[src/rtl/au_pkg.sv]
// Shared definitions for the audio test-tone source: waveform mode encodings,
// default sample width and full-scale helpers.
package au_pkg;

  localparam int AU_DATA_W = 24;

  typedef enum logic [1:0] {
    MODE_SILENT = 2'd0,
    MODE_SINE   = 2'd1,
    MODE_SQUARE = 2'd2,
    MODE_RAMP   = 2'd3
  } au_mode_e;

  // Largest positive two's-complement value for a data_w-bit sample.
  function automatic logic signed [63:0] fs_max(input int data_w);
    return (64'sd1 <<< (data_w - 1)) - 64'sd1;
  endfunction

  // Most negative two's-complement value for a data_w-bit sample.
  function automatic logic signed [63:0] fs_min(input int data_w);
    return -(64'sd1 <<< (data_w - 1));
  endfunction

endpackage

[src/rtl/au_sine_rom.sv]
// Full-wave sine table with a registered read port (1-cycle latency).
// Contents are computed at elaboration: entry k = round(FS_MAX * sin(2*pi*k/DEPTH)).
module au_sine_rom
  import au_pkg::*;
#(
  parameter int DATA_W = AU_DATA_W,
  parameter int ADDR_W = 7
) (
  input  logic                     clk_i,
  input  logic                     rst_n_i,
  input  logic [ADDR_W-1:0]        addr_i,
  output logic signed [DATA_W-1:0] data_o
);

  localparam int DEPTH = 1 << ADDR_W;

  // Angle is folded into (-pi, pi] so a fixed-length Taylor series stays accurate
  // to far below one LSB; rounding is half-away-from-zero.
  function automatic logic signed [DATA_W-1:0] sine_entry(input int k);
    real pi_r;
    real x;
    real term;
    real acc;
    real v;
    int  r;
    pi_r = 3.14159265358979323846;
    x    = 2.0 * pi_r * real'(k) / real'(DEPTH);
    if (x > pi_r) x = x - 2.0 * pi_r;
    term = x;
    acc  = x;
    for (int n = 1; n <= 12; n++) begin
      term = -term * x * x / real'((2 * n) * (2 * n + 1));
      acc  = acc + term;
    end
    v = real'(fs_max(DATA_W)) * acc;
    if (v >= 0.0) r = $rtoi(v + 0.5);
    else          r = -$rtoi(-v + 0.5);
    return DATA_W'(r);
  endfunction

  logic signed [DATA_W-1:0] rom_tab [DEPTH];
  logic signed [DATA_W-1:0] rom_q;

  for (genvar k = 0; k < DEPTH; k++) begin : g_tab
    localparam logic signed [DATA_W-1:0] ENTRY = sine_entry(k);
    assign rom_tab[k] = ENTRY;
  end

  // Registered table read.
  always_ff @(posedge clk_i or negedge rst_n_i) begin
    if (!rst_n_i) rom_q <= '0;
    else          rom_q <= rom_tab[addr_i];
  end

  assign data_o = rom_q;

endmodule

[src/rtl/au_tone_gen.sv]
// Test-tone source: one signed PCM sample per I2S frame, launched on each falling
// edge of ws. Phase accumulator -> sine ROM / square / ramp -> output register.
// Sample latency is fixed at 3 sys_clk cycles after the synchronised tick.
module au_tone_gen
  import au_pkg::*;
#(
  parameter int DATA_W  = AU_DATA_W,
  parameter int ADDR_W  = 7,
  parameter int PHASE_W = 16
) (
  input  logic                     sys_clk,
  input  logic                     sys_rst,
  input  logic                     ws,
  input  logic                     enable,
  input  logic [1:0]               mode,
  input  logic [PHASE_W-1:0]       step,
  output logic signed [DATA_W-1:0] au_data,
  output logic                     au_valid
);

  localparam logic signed [DATA_W-1:0] FS_MAX = DATA_W'(fs_max(DATA_W));
  localparam logic signed [DATA_W-1:0] FS_MIN = DATA_W'(fs_min(DATA_W));

  logic                     ws_s1_q, ws_s2_q;
  logic                     tick;

  logic [PHASE_W-1:0]       phase_q, phase_d;

  logic [ADDR_W-1:0]        addr_q;
  logic [PHASE_W-1:0]       ph1_q;
  au_mode_e                 mode1_q;
  logic                     en1_q;
  logic                     vld1_q;

  logic [PHASE_W-1:0]       ph2_q;
  au_mode_e                 mode2_q;
  logic                     en2_q;
  logic                     vld2_q;

  logic signed [DATA_W-1:0] rom_q;
  logic [DATA_W-1:0]        ramp_lj;
  logic signed [DATA_W-1:0] au_data_q, au_data_d;
  logic                     au_valid_q;

  // Two-flop synchroniser for ws; both flops reset low so a ws held low at
  // reset release can never look like a falling edge.
  always_ff @(posedge sys_clk or negedge sys_rst) begin
    if (!sys_rst) begin
      ws_s1_q <= 1'b0;
      ws_s2_q <= 1'b0;
    end else begin
      ws_s1_q <= ws;
      ws_s2_q <= ws_s1_q;
    end
  end

  assign tick = ws_s2_q & ~ws_s1_q;

  // Next phase: advance by step while enabled, otherwise park at zero.
  always_comb begin
    phase_d = '0;
    if (enable) phase_d = phase_q + step;
  end

  // Stage 1: capture controls and the pre-increment phase only on tick, so a
  // sample never mixes old and new settings.
  always_ff @(posedge sys_clk or negedge sys_rst) begin
    if (!sys_rst) begin
      phase_q <= '0;
      addr_q  <= '0;
      ph1_q   <= '0;
      mode1_q <= MODE_SILENT;
      en1_q   <= 1'b0;
      vld1_q  <= 1'b0;
    end else begin
      vld1_q <= tick;
      if (tick) begin
        addr_q  <= phase_q[PHASE_W-1 -: ADDR_W];
        ph1_q   <= phase_q;
        mode1_q <= au_mode_e'(mode);
        en1_q   <= enable;
        phase_q <= phase_d;
      end
    end
  end

  au_sine_rom #(
    .DATA_W (DATA_W),
    .ADDR_W (ADDR_W)
  ) u_rom (
    .clk_i   (sys_clk),
    .rst_n_i (sys_rst),
    .addr_i  (addr_q),
    .data_o  (rom_q)
  );

  // Stage 2: delay phase and flags by one cycle to line up with the ROM output.
  always_ff @(posedge sys_clk or negedge sys_rst) begin
    if (!sys_rst) begin
      ph2_q   <= '0;
      mode2_q <= MODE_SILENT;
      en2_q   <= 1'b0;
      vld2_q  <= 1'b0;
    end else begin
      ph2_q   <= ph1_q;
      mode2_q <= mode1_q;
      en2_q   <= en1_q;
      vld2_q  <= vld1_q;
    end
  end

  // Ramp: phase left-justified into the sample width.
  if (PHASE_W >= DATA_W) begin : g_ramp_trunc
    assign ramp_lj = ph2_q[PHASE_W-1 -: DATA_W];
  end else begin : g_ramp_pad
    assign ramp_lj = {ph2_q, {(DATA_W - PHASE_W){1'b0}}};
  end

  // Waveform select; inverting the ramp MSB maps phase 0 to full-scale negative.
  always_comb begin
    au_data_d = '0;
    if (en2_q) begin
      case (mode2_q)
        MODE_SINE:   au_data_d = rom_q;
        MODE_SQUARE: au_data_d = ph2_q[PHASE_W-1] ? FS_MIN : FS_MAX;
        MODE_RAMP:   au_data_d = $signed({~ramp_lj[DATA_W-1], ramp_lj[DATA_W-2:0]});
        default:     au_data_d = '0;
      endcase
    end
  end

  // Stage 3: registered output and one-cycle valid strobe.
  always_ff @(posedge sys_clk or negedge sys_rst) begin
    if (!sys_rst) begin
      au_data_q  <= '0;
      au_valid_q <= 1'b0;
    end else begin
      au_valid_q <= vld2_q;
      if (vld2_q) au_data_q <= au_data_d;
    end
  end

  assign au_data  = au_data_q;
  assign au_valid = au_valid_q;

endmodule

[config.mk]
export PLATFORM = sky130hd
export DESIGN_NAME = au_tone_gen
export DESIGN_NICKNAME = d
export VERILOG_FILES = /design/src/rtl/au_pkg.sv /design/src/rtl/au_sine_rom.sv /design/src/rtl/au_tone_gen.sv
export SDC_FILE = /design/constraint.sdc
export NUM_CORES = 1
export LEC_CHECK = 0
export CELL_PAD_IN_SITES_DETAIL_PLACEMENT = 1
export CELL_PAD_IN_SITES_GLOBAL_PLACEMENT = 1
export CORE_ASPECT_RATIO = 1.5
export CORE_MARGIN = 4
export CORE_UTILIZATION = 35
export DETAILED_ROUTE_END_ITERATION = 16
export HOLD_SLACK_MARGIN = 0.1
export PLACE_DENSITY = 0.72
export SLEW_MARGIN = 20
export SYNTH_ARGS = -nofsm -noshare
export SYNTH_HDL_FRONTEND = slang
export SYNTH_SLANG_ARGS = --single-unit
[constraint.sdc]
create_clock -name sys_clk -period 3.6 [get_ports sys_clk]
set_clock_uncertainty 0.15 [all_clocks]
set_input_delay 0.36 -clock sys_clk [delete_from_list [all_inputs] [get_ports sys_clk]]
set_output_delay 0.36 -clock sys_clk [all_outputs]
set_load 0.1 [all_outputs]
### Yosys cells after proc, flatten, opt, wreduce, memory -nomap -nowiden

Memories as Yosys holds them, arrays and structs flattened. A register that Yosys moved wholly into a read port is not among the register bits.
Index checks and enable logic that the tools add are counted.

| storage, ports and cells | value |
|---|---|
| bits in registers | 90 |
| bits in read-only memories | 3072 |
| output and inout port bits | 25 |
| memories | 1 |

Memories:

| name | words | bits a word | read ports | clocked after memory_dff | write ports | line | text |
|---|---|---|---|---|---|---|---|
| (name not given) | 128 | 24 | 1 | 1 | 0 | au_sine_rom.sv:52 | `else rom_q <= rom_tab[addr_i];` |

| cells by class | value |
|---|---|
| $add $sub $neg | 1 |
| eq/ne operators | 3 |
| muxes and demuxes | 4 |
| bitwise gates (word level) | 4 |
| reductions and logical operators | 1 |

Operators by type and width:

| operator | count |
|---|---|
| one-hot mux 24 bit (3 select lines) | 1 |
| two-way mux 24 bit | 2 |
| adder 16 bit | 1 |
| two-way mux 16 bit | 1 |
| inverter 7 -> 8 bit | 1 |
| equality test 2 bit (second input constant) | 2 |
| equality test 2 x 1 -> 1 bit (second input constant) | 1 |
| inverter 1 bit | 2 |
| bitwise AND 1 bit | 1 |
| logical NOT 1 bit | 1 |

### Depth between registers and ports, before layout

| depth | value |
|---|---|
| word-level depth | 3 |
| gate-level depth with buffers | 12 |
| depth with buffers taken out | 9 |

### Modules after synthesis

From an unflattened synthesis, not the netlist that was laid out.

| unflattened totals | value |
|---|---|
| cell total of the unflattened synthesis | 1062 |
| area, all modules | 8619.5 um^2 |

Modules (own cells, without submodules):

| module | times used | cells each | area each (um^2) |
|---|---|---|---|
| au_sine_rom | 1 | 673 | 4699.5 |
| au_tone_gen | 1 | 389 | 3920.0 |

### Worst setup path after synthesis

Ideal clock, no wire load.

| timing | value |
|---|---|
| kind | reg-to-reg |
| start | register addr_q[1] |
| end | register u_rom.rom_q[7], in the netlist u_rom.data_o[7] |
| library setup time | 0.137 ns |
| arrival time | 2.611 ns |
| path slack | 0.702 ns |
| stages on the path, launching flop included | 12 |
| path buffers | 3 |
| period minus slack after synthesis | 2.898 ns |
| cell sequence | dfrtp_1 -> buf_2 -> buf_2 -> inv_1 -> ha_1 -> or2_2 -> buf_2 -> nand2_1 -> o21ai_0 -> mux4_2 -> nor2_1 -> a21oi_1 |

| between the ends | value |
|---|---|
| cells in the longest elaborated chain, start to end | 1 |

RTL lines:

| item | line | text |
|---|---|---|
| start, declared | au_tone_gen.sv:29 | `logic [ADDR_W-1:0] addr_q;` |
| start signal, assigned | au_tone_gen.sv:78 | `addr_q <= phase_q[PHASE_W-1 -: ADDR_W];` |
| inverter 7 -> 8 bit (implied by the code) | au_sine_rom.sv:52 |  |
| end, declared | au_sine_rom.sv:42 | `logic signed [DATA_W-1:0] rom_q;` |

No other way between the ends.
A chain may end at the register's enable or synchronous reset.

### Final worst setup path

| timing | value |
|---|---|
| start | register addr_q[0] |
| end | register u_rom.rom_q[3], in the netlist u_rom.data_o[3] |

Same word-level chain as after synthesis.

==> summary.txt <==
Status -> complete, no violations
Worst Tran Pin Value -> 1.022 ns
Die area -> 26960 sq um
Max frequency -> 303.2 MHz
# Post-CTS Setup Buffers -> 0
Fin nets -> 1140
DP Worst Slack -> 0.4587 ns
Worst EP arrival -> 3.38 ns
Starting density of the core -> 35.76%
Static leakage -> 3.974 nW
Final instance area -> 9588 sq um
Clk sink count -> 107
Startpoint types -> register
Bufs on Longest Clock Path -> 2
Area growth syn-to-layout -> 12.53%
Total placed instance area -> 9270 sq um
Post-DRT Antenna Nets -> 0
Switching share of power -> 53.57%
Synth Cell Area -> 8521 sq um
Synth Net Count -> 1138
Clock Power Share -> 11.9%
Layout cells sized above 1 -> 9.401%
Distinct cell type count after synthesis -> 78
Post-synth top area share -> 31.42%
Remaining DRCs -> 0
IO buf count -> 46
GRT Util Overall -> 26.80%
Filler Cell Count -> 2898
Clk root buf -> clkbuf_16
Max-slew violations -> 0
Clk slew on worst S/H paths -> 0.08 ns
GR Overflow Total -> 0
Tmin final -> 3.298 ns
Number of cells after detailed placement -> 1387
Switching pwr -> 4.614 mW
Cts bufs inserted -> 9
WL/cell -> 25.80 um
Hold slack -> 0.2075 ns
H-tree levels -> 3
Synth Area per Inst -> 7.904 sq um
Slew headroom -> 31.66%
Final hold vios -> 0
Final WS setup -> 0.3021 ns
Yosys warnings -> 0
Finished Layout Cells -> 1404
Synth area leader -> dfrtp_1
Setup violators final -> 0
DR pass1 iterations -> 5
Async SR Flop Fraction -> 100.0%
Finished Core Util -> 40.24%
Setup TNS Final -> 0 ns
TritonCTS clock tree -> built
Drt via density -> 6.379
Post-synth EDFFs -> 0
Total internal power -> 3.999 mW
Post-DP HPWL -> 26.46 mm
Combinational power share -> 66.7%
Initial antenna violation count -> 0
Commonest register cell after synthesis -> dfrtp_1
CP Class -> register to register
Row cnt -> 69
Most frequent cell after synthesis -> nand2_1
Share of power burned in registers -> 21.5%
Register area share after synthesis -> 31.42%
RSZ-0062 raised after global routing -> no
Die Wd -> 135.4 um
Maximum vdd drop -> 318.1 uV
RePlAce Congestion -> 1.049
Total power -> 8.612 mW
P per Cell Area -> 898.2 nW/um^2
First-pass GRT wire length -> 55.10 mm
Antenna fix cells -> 0
Critical path capture point type -> register
Dominant cells by area after synthesis -> dfrtp_1, a21oi_1, nand2_1
Period utilisation layout -> 91.61%
Die Ht -> 199.1 um
Clock latency at the later pin of the worst-skew pair -> 0.36 ns
Iter 0 DRT Violations -> 950
Core Region -> 23830 sq um
Pin count of the biggest net entering global routing -> 101
Commonest cells post-synth -> nand2_1, a21oi_1, dfrtp_1, o21ai_0, nor2_1
Post-synthesis instance total -> 1078
CP Max Fanout -> 26
Hold WC Path Type -> register to register
Via count -> 8956
Max Cap Violations -> 0
Routed WL -> 36.22 mm
Vias in the first global route -> 8938
Num ports -> 47
#FFs+latches synth -> 107
Crit path required time -> 3.68 ns
[power groups by stage]
stage	Combinational, mW	Sequential, mW	Clock, mW
global placement	5.49	1.85	0
global route	6.09	1.88	1.10
CTS	5.57	1.84	1.04
finish	5.74	1.85	1.02
detailed placement	5.55	1.87	0
floorplan	3.56	1.99	0
[placed cells by master (no fill, tap or decap), drive strengths merged, types with 4 or more instances in the layout]
cell type and instances:
a21o 29, a311oi 13, clkinv 4, a22oi 19, and3 8, a31oi 19
nor2 66, clkbuf 10, o311ai 11, o211ai 20, o21a 5, nand3 33
nand2 134, and2 7, o21ai 89, mux4 10, inv 37, buf 50
or2 10, a2111oi 4, o221ai 5, dfrtp 107, nand2b 21, clkdlybuf4s50 45
o21bai 4, a32oi 6, a21oi 107, a221oi 6, o22ai 27, nor3 33
ha 37, a211oi 24, nor2b 18, xnor2 5, xor2 6, o31ai 9
[per-layer routing]
metal	wire length (um)	global-route usage, %
met5	0	0
met2	17500	44.57
met4	2698	17.93
met1	13550	31.91
met3	2473	4.030
[area by class of cell]
type / instances / area [sq um] / area share (%)
Multi-Input combinational cell: 830 / 5190 / 54.13
Tap cell: 319 / 399.1 / 4.163
Clock buffer: 10 / 239.0 / 2.492
Clock inverter: 6 / 66.31 / 0.6916
Sequential cell: 107 / 2684 / 27.99
Timing Repair Buffer: 96 / 873.3 / 9.109
Inverter: 36 / 136.4 / 1.422
[state kept, by name (all words and copies together), names as in the netlist]
register and count:
mode2_q 2, vld1_q 1, ws_s2_q 1, u_rom.data_o 24, ws_s1_q 1, ph1_q 9
en1_q 1, au_valid 1, phase_q 16, addr_q 7, ph2_q 16, mode1_q 2
en2_q 1, vld2_q 1, au_data 24
[worst max-delay path, stage by stage, from the launching register on]
cell and delay, ns:
dfrtp_1 0.37, buf_4 0.36, ha_1 0.45, nand2_1 0.27, nand2_1 0.15, mux4_2 0.24, nor2_1 0.04, a2111oi_0 0.87
buf_4 0.24, a21oi_1 0.04
[worst paths after layout]
path | slack, ns | startpoint | to | depth (start not counted)
worst max-delay path | 0.30 | addr_q[0] | u_rom.data_o[3] | 9
worst min-delay path | 0.21 | vld1_q | vld2_q | 0
worst max register to register | 0.30 | addr_q[0] | u_rom.data_o[3] | 9
worst min register to register | 0.21 | vld1_q | vld2_q | 0
max in group asynchronous | 1.98 | sys_rst | u_rom.data_o[15] | 3
min in group asynchronous | 0.42 | sys_rst | u_rom.data_o[8] | 2
[timing repair]
| action | 4_1_cts | 5_1_grt |
|---|---|---|
| gates resized for setup | 0 | 0 |
| hold buffers | 1 | 0 |
| endpoints found under the hold margin | 44 | 0 |
[logic make-up after synthesis]
family	synth area share (%)
AND/OR/NAND/NOR	18.74
flip-flops	31.42
buffers and inverters	7.694
multiplexers	3.392
adder cells (fa/ha/maj)	5.668
AO/OA/AOI/OAI	31.95
XOR/XNOR	1.131
No activity file was read; power rests on OpenSTA's default activity.
